===== config.mk =====
export PLATFORM = sky130hd
export DESIGN_NAME = motorb_vec_pack_config7
export DESIGN_NICKNAME = d
export VERILOG_FILES = /design/src/rtl/motorb_vec_pack_config7.sv
export SDC_FILE = /design/constraint.sdc
export NUM_CORES = 1
export LEC_CHECK = 0
export CAP_MARGIN = 20
export CORE_MARGIN = 2
export CORE_UTILIZATION = 40
export DETAILED_ROUTE_END_ITERATION = 8
export PLACE_DENSITY = 0.73
export SYNTH_ARGS = -nofsm -noshare
export SYNTH_HDL_FRONTEND = slang
export SYNTH_SLANG_ARGS = --single-unit

===== constraint.sdc =====
create_clock -name ap_clk -period 3.82 [get_ports ap_clk]
set_input_delay 0.382 -clock ap_clk [delete_from_list [all_inputs] [get_ports ap_clk]]
set_output_delay 0.382 -clock ap_clk [all_outputs]
set_load 0.02 [all_outputs]

===== src/rtl/motorb_vec_pack_config7.sv =====
// Purpose: serial-to-parallel packer, N_LANES words per vector, s_last framing check.
// Latency: m_valid rises 1 cycle after the N_LANES-th accepted word.
// Backpressure: s_ready low while a vector is held; vector stays until m_ready.
module motorb_vec_pack_config7 #(
    parameter int N_LANES = 9,
    parameter int DATA_W  = 32
) (
    input  logic                        ap_clk,
    input  logic                        ap_rst_n,
    input  logic [DATA_W-1:0]           s_data,
    input  logic                        s_valid,
    output logic                        s_ready,
    input  logic                        s_last,
    output logic [N_LANES*DATA_W-1:0]   m_data,
    output logic                        m_valid,
    input  logic                        m_ready,
    output logic                        err_len
);
    localparam int CW = (N_LANES > 1) ? $clog2(N_LANES) : 1;
    localparam logic [CW-1:0] LAST_IDX = CW'(N_LANES - 1);

    typedef enum logic {
        FILL = 1'b0,
        HOLD = 1'b1
    } state_t;

    state_t            state_q, state_d;
    logic [CW-1:0]     cnt_q, cnt_d;
    logic              err_d;
    logic              xfer;
    logic [DATA_W-1:0] lane_q [N_LANES];

    // Gated by reset so upstream never sees a ready while the block is held in reset.
    assign s_ready = (state_q == FILL) && ap_rst_n;
    assign m_valid = (state_q == HOLD);
    assign xfer    = s_valid && s_ready;

    always_comb begin
        state_d = state_q;
        cnt_d   = cnt_q;
        err_d   = 1'b0;
        case (state_q)
            FILL: begin
                if (xfer) begin
                    if (cnt_q == LAST_IDX) begin
                        state_d = HOLD;
                        cnt_d   = '0;
                        err_d   = !s_last;
                    end else if (s_last) begin
                        // Short frame: drop the partial vector and restart at lane 0.
                        cnt_d = '0;
                        err_d = 1'b1;
                    end else begin
                        cnt_d = cnt_q + 1'b1;
                    end
                end
            end
            HOLD: begin
                if (m_ready) begin
                    state_d = FILL;
                end
            end
            default: state_d = FILL;
        endcase
    end

    always_ff @(posedge ap_clk or negedge ap_rst_n) begin
        if (!ap_rst_n) begin
            state_q <= FILL;
            cnt_q   <= '0;
            err_len <= 1'b0;
        end else begin
            state_q <= state_d;
            cnt_q   <= cnt_d;
            err_len <= err_d;
        end
    end

    always_ff @(posedge ap_clk or negedge ap_rst_n) begin
        if (!ap_rst_n) begin
            for (int k = 0; k < N_LANES; k++) begin
                lane_q[k] <= '0;
            end
        end else begin
            for (int k = 0; k < N_LANES; k++) begin
                if (xfer && (cnt_q == CW'(k))) begin
                    lane_q[k] <= s_data;
                end
            end
        end
    end

    for (genvar g = 0; g < N_LANES; g++) begin : g_pack
        assign m_data[g*DATA_W +: DATA_W] = lane_q[g];
    end

endmodule


==> metrics.txt <==
Post-CTS Resized 0; area of the mapped netlist 11,700 µm²; Slowest cell on crit path and3_2; largest net degree at the start of global routing 84; via count 6,921; Worst-path clk slew 0.06 ns; final hold viol count 0; drt wl/cell 21.7 µm; worst vdd ir 0.476 mV; PD cells 760 nW/µm²; Leakage 0.00735 µW; Post-synth top cells dfrtp_1, mux2_2, mux2_4; initial DRC count 299; warning count from the yosys run 0; first-pass GRT wire length 46,600 µm; CP Class input port to flip-flop; TritonCTS buffer count 31; top cell type's share of synthesized area 0.631; CP Max Fanout 41; min Tclk post-route 2.61 ns; switching part of the total 0.313; worst clock skew 0.00569 ns; EDFF count, synth 0; Die Width 175 µm; Final HPWL DP 20,900 µm; FF+latch count, synth 294; worst slew margin relative to its limit 0.471; HP Class input port to async pin; nets 1,041; Max Transition Viols Final 0; crit path DAT 3.04 ns; clock group share of total power 0.258; Mean Syn Cell Area 17.7 µm²; share of post-route cells with drive strength above 1 0.357; Bufs and invs on worst path 3; CP max stage delay 0.68 ns; Netlist cell types 30; RSZ-0062 raised after global routing no; Synth Instances 657; antenna viol nets, final 0; Core Util, Final 0.570; die footprint 30,500 µm²; predominant post-synthesis flop cell dfrtp_1; critical path's top delay family buffers and inverters; wirelength, routed 30,600 µm; Placer Congestion 0.768; clock buffer depth 3; Worst setup EP type flip-flop; most frequent cell after synthesis dfrtp_1; vias per std cell 4.92; synth top area cells dfrtp_1, mux2_2, mux2_4, buf_12, buf_6; final setup fails 0; Worst Path Required 4.25 ns; initial antenna violation count 0; Area growth syn-to-layout 40.4%; I/O Buffers 327; Initial Util 0.406; result of the run finished, final reports clean; Site Rows 62; fmax 383 MHz; Fin Setup TNS 0 ns; cell area after layout 16,400 µm²; Async S/R FF share, synth 1.00; largest area contributor in the netlist dfrtp_1; Core Footprint 28,700 µm²; Skew-Pair Late Insertion Delay 0.54 ns; grt ovf 0; die height 175 µm; internal power 8540 µW; H-tree levels 1; crit-path cells dlygate4sd3_1 > buf_8 > and3b_1 > and3_2 > buf_4 > mux2_4; Hold Buf Count CTS 1; sequential fraction of design power 0.368; Tcrit/Tclk final 0.684; n_diodes 0; Tightest Pin Transition 0.794 ns; max cap viols 0; root buffer cell clkbuf_16; setup bufs post-CTS 0; syn_nets 698; # IOs 328; GRT Util Overall 0.199; CP Launch Type input port; number of global-route vias before repair 7,184; Seq/Total Area, Yosys 0.631; Psw 3900 µW; TritonCTS sink count 294; first-pass iteration count of the detailed router 4; CTS tree done; Comb power frac 0.374; # DRC 0; dpl cell area 15,200 µm²
area by class of cell:
class                      instances  area [µm²]
fill                            2302       12300
timing repair buffer             344        3500
sequential                       294        7360
tap                              384         480
multi-input combinational        326        3910
clock buffer                      44         925
clock inverter                    12         191
inverter                           3        11.3
power groups by stage:
stage | Clock [µW] | Combinational, µW | Sequential [µW]
2_1_floorplan | 0 | 1080 | 5740
3_3_place_gp | 0 | 4620 | 4580
3_5_place_dp | 0 | 4680 | 4610
4_1_cts | 3300 | 4700 | 4570
5_1_grt | 3440 | 4840 | 4700
6_report | 3210 | 4650 | 4580
flip-flops by register name, indices dropped and copies added, names as in the netlist:
name	count
cnt_q	4
err_len	1
m_data	288
m_valid	1
path summary, 6_finish.rpt:
| check | to | depth (start not counted) | start | slack [ns] |
|---|---|---|---|---|
| max | m_data[206] | 6 | ap_rst_n | 1.21 |
| min | m_data[222] | 2 | ap_rst_n | 0.35 |
| max reg2reg | m_data[287] | 6 | cnt_q[0] | 1.29 |
| min reg2reg | m_data[261] | 1 | m_data[261] | 0.48 |
| max in group asynchronous | m_data[53] | 5 | ap_rst_n | 1.60 |
| min in group ap_clk | m_valid | 2 | m_ready | 0.43 |
stage by stage:
| stage | cells | power [µW] | worst slack (ns) | hold slack [ns] |
|---|---|---|---|---|
| 2_1_floorplan | 657 | 6820 | 2.07 | 0.0864 |
| 3_3_place_gp | 1346 | 9200 | 1.19 | 0.300 |
| 6_report | 1407 | 12400 | 1.21 | 0.354 |
| 4_1_cts | 1405 | 12600 | 1.21 | 0.343 |
| 3_5_place_dp | 1348 | 9290 | 1.15 | 0.299 |
| 5_1_grt | 1407 | 13000 | 1.05 | 0.363 |
layout by cell type, fill, tap and decap left out, types with 2 or more instances in the layout:
master,n
inv_1,3
nor2_1,3
dfrtp_1,294
nand3b_1,2
clkdlybuf4s50_1,326
nor2b_1,2
mux2_1,2
mux2_2,187
clkbuf_1,3
clkbuf_16,31
bufinv_16,5
clkbuf_8,10
mux2_4,99
o21ai_0,3
ha_1,4
and3_2,5
buf_12,6
clkinv_2,5
buf_4,9
and2b_1,2
layer usage:
metal  wire length [µm]  track usage  share of wire  up-vias
met5                  0            0              0        -
met1              12700        0.258           0.41     3622
li1                   -            -              -     3019
met3               1990       0.0490          0.065       51
met4                915       0.0611          0.030        0
met2              15000        0.332           0.49      229
logic make-up (layout without fill, tap and decap cells):
logic type | count (synthesis) | count (layout) | share of synthesized area
adder cells (fa/ha/maj) | 4 | 4 | 0.00429
flip-flops | 294 | 294 | 0.631
AO/OA/AOI/OAI | 7 | 7 | 0.00386
AND/OR/NAND/NOR | 26 | 26 | 0.0143
multiplexers | 288 | 288 | 0.310
buffers and inverters | 37 | 403 | 0.0358
XOR/XNOR | 1 | 1 | 0.000751
worst register-to-register path, stage by stage, from the launching register on:
cell      delay, ns
dfrtp_1        0.46
inv_1          0.12
ha_1           0.22
nand3b_1       0.27
nor2_4         0.56
buf_4          0.40
mux2_2         0.39
Power figures use the tool's default switching activity.
==> RTL edit (same flow settings) <==
Set the parameter `N_LANES` to 8 (it was 9).
--- a/src/rtl/motorb_vec_pack_config7.sv
+++ b/src/rtl/motorb_vec_pack_config7.sv
@@ -2,7 +2,7 @@
 // Latency: m_valid rises 1 cycle after the N_LANES-th accepted word.
 // Backpressure: s_ready low while a vector is held; vector stays until m_ready.
 module motorb_vec_pack_config7 #(
-    parameter int N_LANES = 9,
+    parameter int N_LANES = 8,
     parameter int DATA_W  = 32
 ) (
     input  logic                        ap_clk,
Ports: changed (resized m_data); port bits go from 328 to 296. The function was not compared with the original's and may differ.
==> RTL edit against the unedited design <==
Routed wire length shrank 17%. Design area shrank 12%. Worst setup slack lost 10 ps. First-iteration DRC count shrank 22%. Critical path type unchanged. Sequential cell count shrank 33. Power shrank 1.4%. Sequential share of layout area grew 0.45 points. Synthesized area shrank 13%.
==> RTL edit: results (changes against the unedited design) <==
critPathMaxFanout: 52  # +27%
drt_wl_total_mm: 25.38  # -17%
r2r-end: "m_data[64]"
gr-usage-all-layers: 0.1917  # -0.007573
tightest_slew_ps: 1076  # +281.9 ps
synth_warnings: 0  # unchanged
synth_cell_types: 21  # -30%
finalSetupViolCount: 0  # unchanged
grt_pass1_vias: 6311  # -12%
htree_num_levels: 1  # unchanged
place_area_sq_mm: 0.01337  # -12%
drive_above_1_share: 0.3473  # -0.009495
r2r_start: "m_valid"
synthTopCellsByCount: "dfrtp_1 (261), mux2_2 (191), mux2_4 (60), buf_2 (16)"
largest_reg_flops: 256  # -11%
cts_made_buffers: 28  # -9.7%
drt_first_pass_iters: 4  # unchanged
clockRootBuffer: "clkbuf_16"
status: "complete, no violations"
synth_area_leaders: "dfrtp_1 (64%), mux2_2 (21%), mux2_4 (8.9%)"
critical_path_arrival_ps: 3040  # about the same
synth_nets: 621  # -11%
place_ws_ps: 1091  # -63.68 ps
peakVddDrop_mv: 0.4724  # -0.75%
fin_skew_ps: 10.33  # +4.633 ps
place_hpwl_mm: 17.07  # -18%
async_flop_share: 1.000  # unchanged
r2r_cells: 4  # -2
clock_path_buffers: 3  # unchanged
insertion_delay_ps: 530
fin_nets: 929  # -11%
grt_max_degree: 79  # -6.0%
vias_per_cell: 4.873  # -0.93%
hp-class: "input port to asynchronous set/reset pin"
gp_congestion: 0.7547  # -1.8%
cts_resized: 0  # unchanged
grt_pass1_wl_mm: 39.16  # -16%
drtIter0Drc: 234  # -22%
port_buffers: 295  # -9.8%
synth_flop_cell: "dfrtp_1"
antenna_found_initial: 0  # unchanged
antenna_cells: 0  # unchanged
r2r_slack_ps: 1520  # +230 ps
clk_pin_slew_ps: 60  # about the same
seq_area_frac_synth: 0.6448  # +0.01387
leakage_nw: 6.555  # -11%
-- RTL edit: cell count changes in the layout (fill, tap and decap cells not counted), sizes merged, moves of 2 or more --
cell | unedited run | this run
nor2b | 2 | 0
dfrtp | 294 | 261
clkdlybuf4s50 | 326 | 294
and3 | 5 | 2
ha | 4 | 6
nand2b | 2 | 0
mux2 | 288 | 256
buf | 17 | 11
-- RTL edit: area by class of cell --
class	count	area, sq um
Timing Repair Buffer	306	3088
Tap cell	330	412.9
Fill cell	1998	10640
Multi-Input combinational cell	285	3337
Clock buffer	43	868.3
Sequential cell	261	6531
Clock inverter	8	140.1
Inverter	4	15.01
-- RTL edit: cells by family after synthesis --
| kind of cell | Yosys count | share of synthesized area |
|---|---|---|
| flops | 261 | 0.6448 |
| mux | 256 | 0.3069 |
| buf+inv | 32 | 0.02792 |
| simple gates | 18 | 0.01013 |
| fa+ha+maj | 6 | 0.007412 |
| compound gates | 4 | 0.001977 |
| xor+xnor | 1 | 0.0008649 |
-- RTL edit: where the power goes --
part / internal [mW] / total [mW] / switching, mW
Sequential: 3.81 / 4.37 / 0.567
Combinational: 2.69 / 4.99 / 2.30
Clock: 1.82 / 2.90 / 1.08
Total: 8.32 / 12.3 / 3.95
-- RTL edit: worst max-delay path by stage --
stage / end / start / slack (ps)
3_5_place_dp: m_data[64] / s_valid / 1090
3_3_place_gp: m_data[103] / s_valid / 1100
4_1_cts: m_data[64] / ap_rst_n / 1160
6_report: m_data[64] / ap_rst_n / 1200
2_1_floorplan: m_data[161] / cnt_q[1] / 2150
5_1_grt: m_data[108] / ap_rst_n / 1050
-- RTL edit: routing by layer --
metal / wire (um) / share of wire / up-vias / global-route usage
li1: - / - / 2664 / -
met2: 12350 / 0.49 / 189 / 0.3155
met3: 1716 / 0.068 / 37 / 0.05637
met4: 691 / 0.027 / 0 / 0.05712
met5: 0 / 0 / - / 0
met1: 10620 / 0.42 / 3138 / 0.2462
-- RTL edit: stage by stage --
step	hold WS (ps)	instances
5_1_grt	364.6	1237
3_5_place_dp	309.7	1185
2_1_floorplan	86.41	578
3_3_place_gp	311.9	1184
4_1_cts	348.3	1237
6_report	335.3	1237
-- RTL edit: what timing repair did --
item                      in CTS  in global routing
hold endpoints to repair      45                  0
hold buffers                   1                  0
setup buffers                  0                  0
-- RTL edit: critical path, stage by stage --
cell and delay (ps):
dlygate4sd3_1 570, buf_8 330, and3b_1 410, and3_2 670
buf_12 270, mux2_2 350
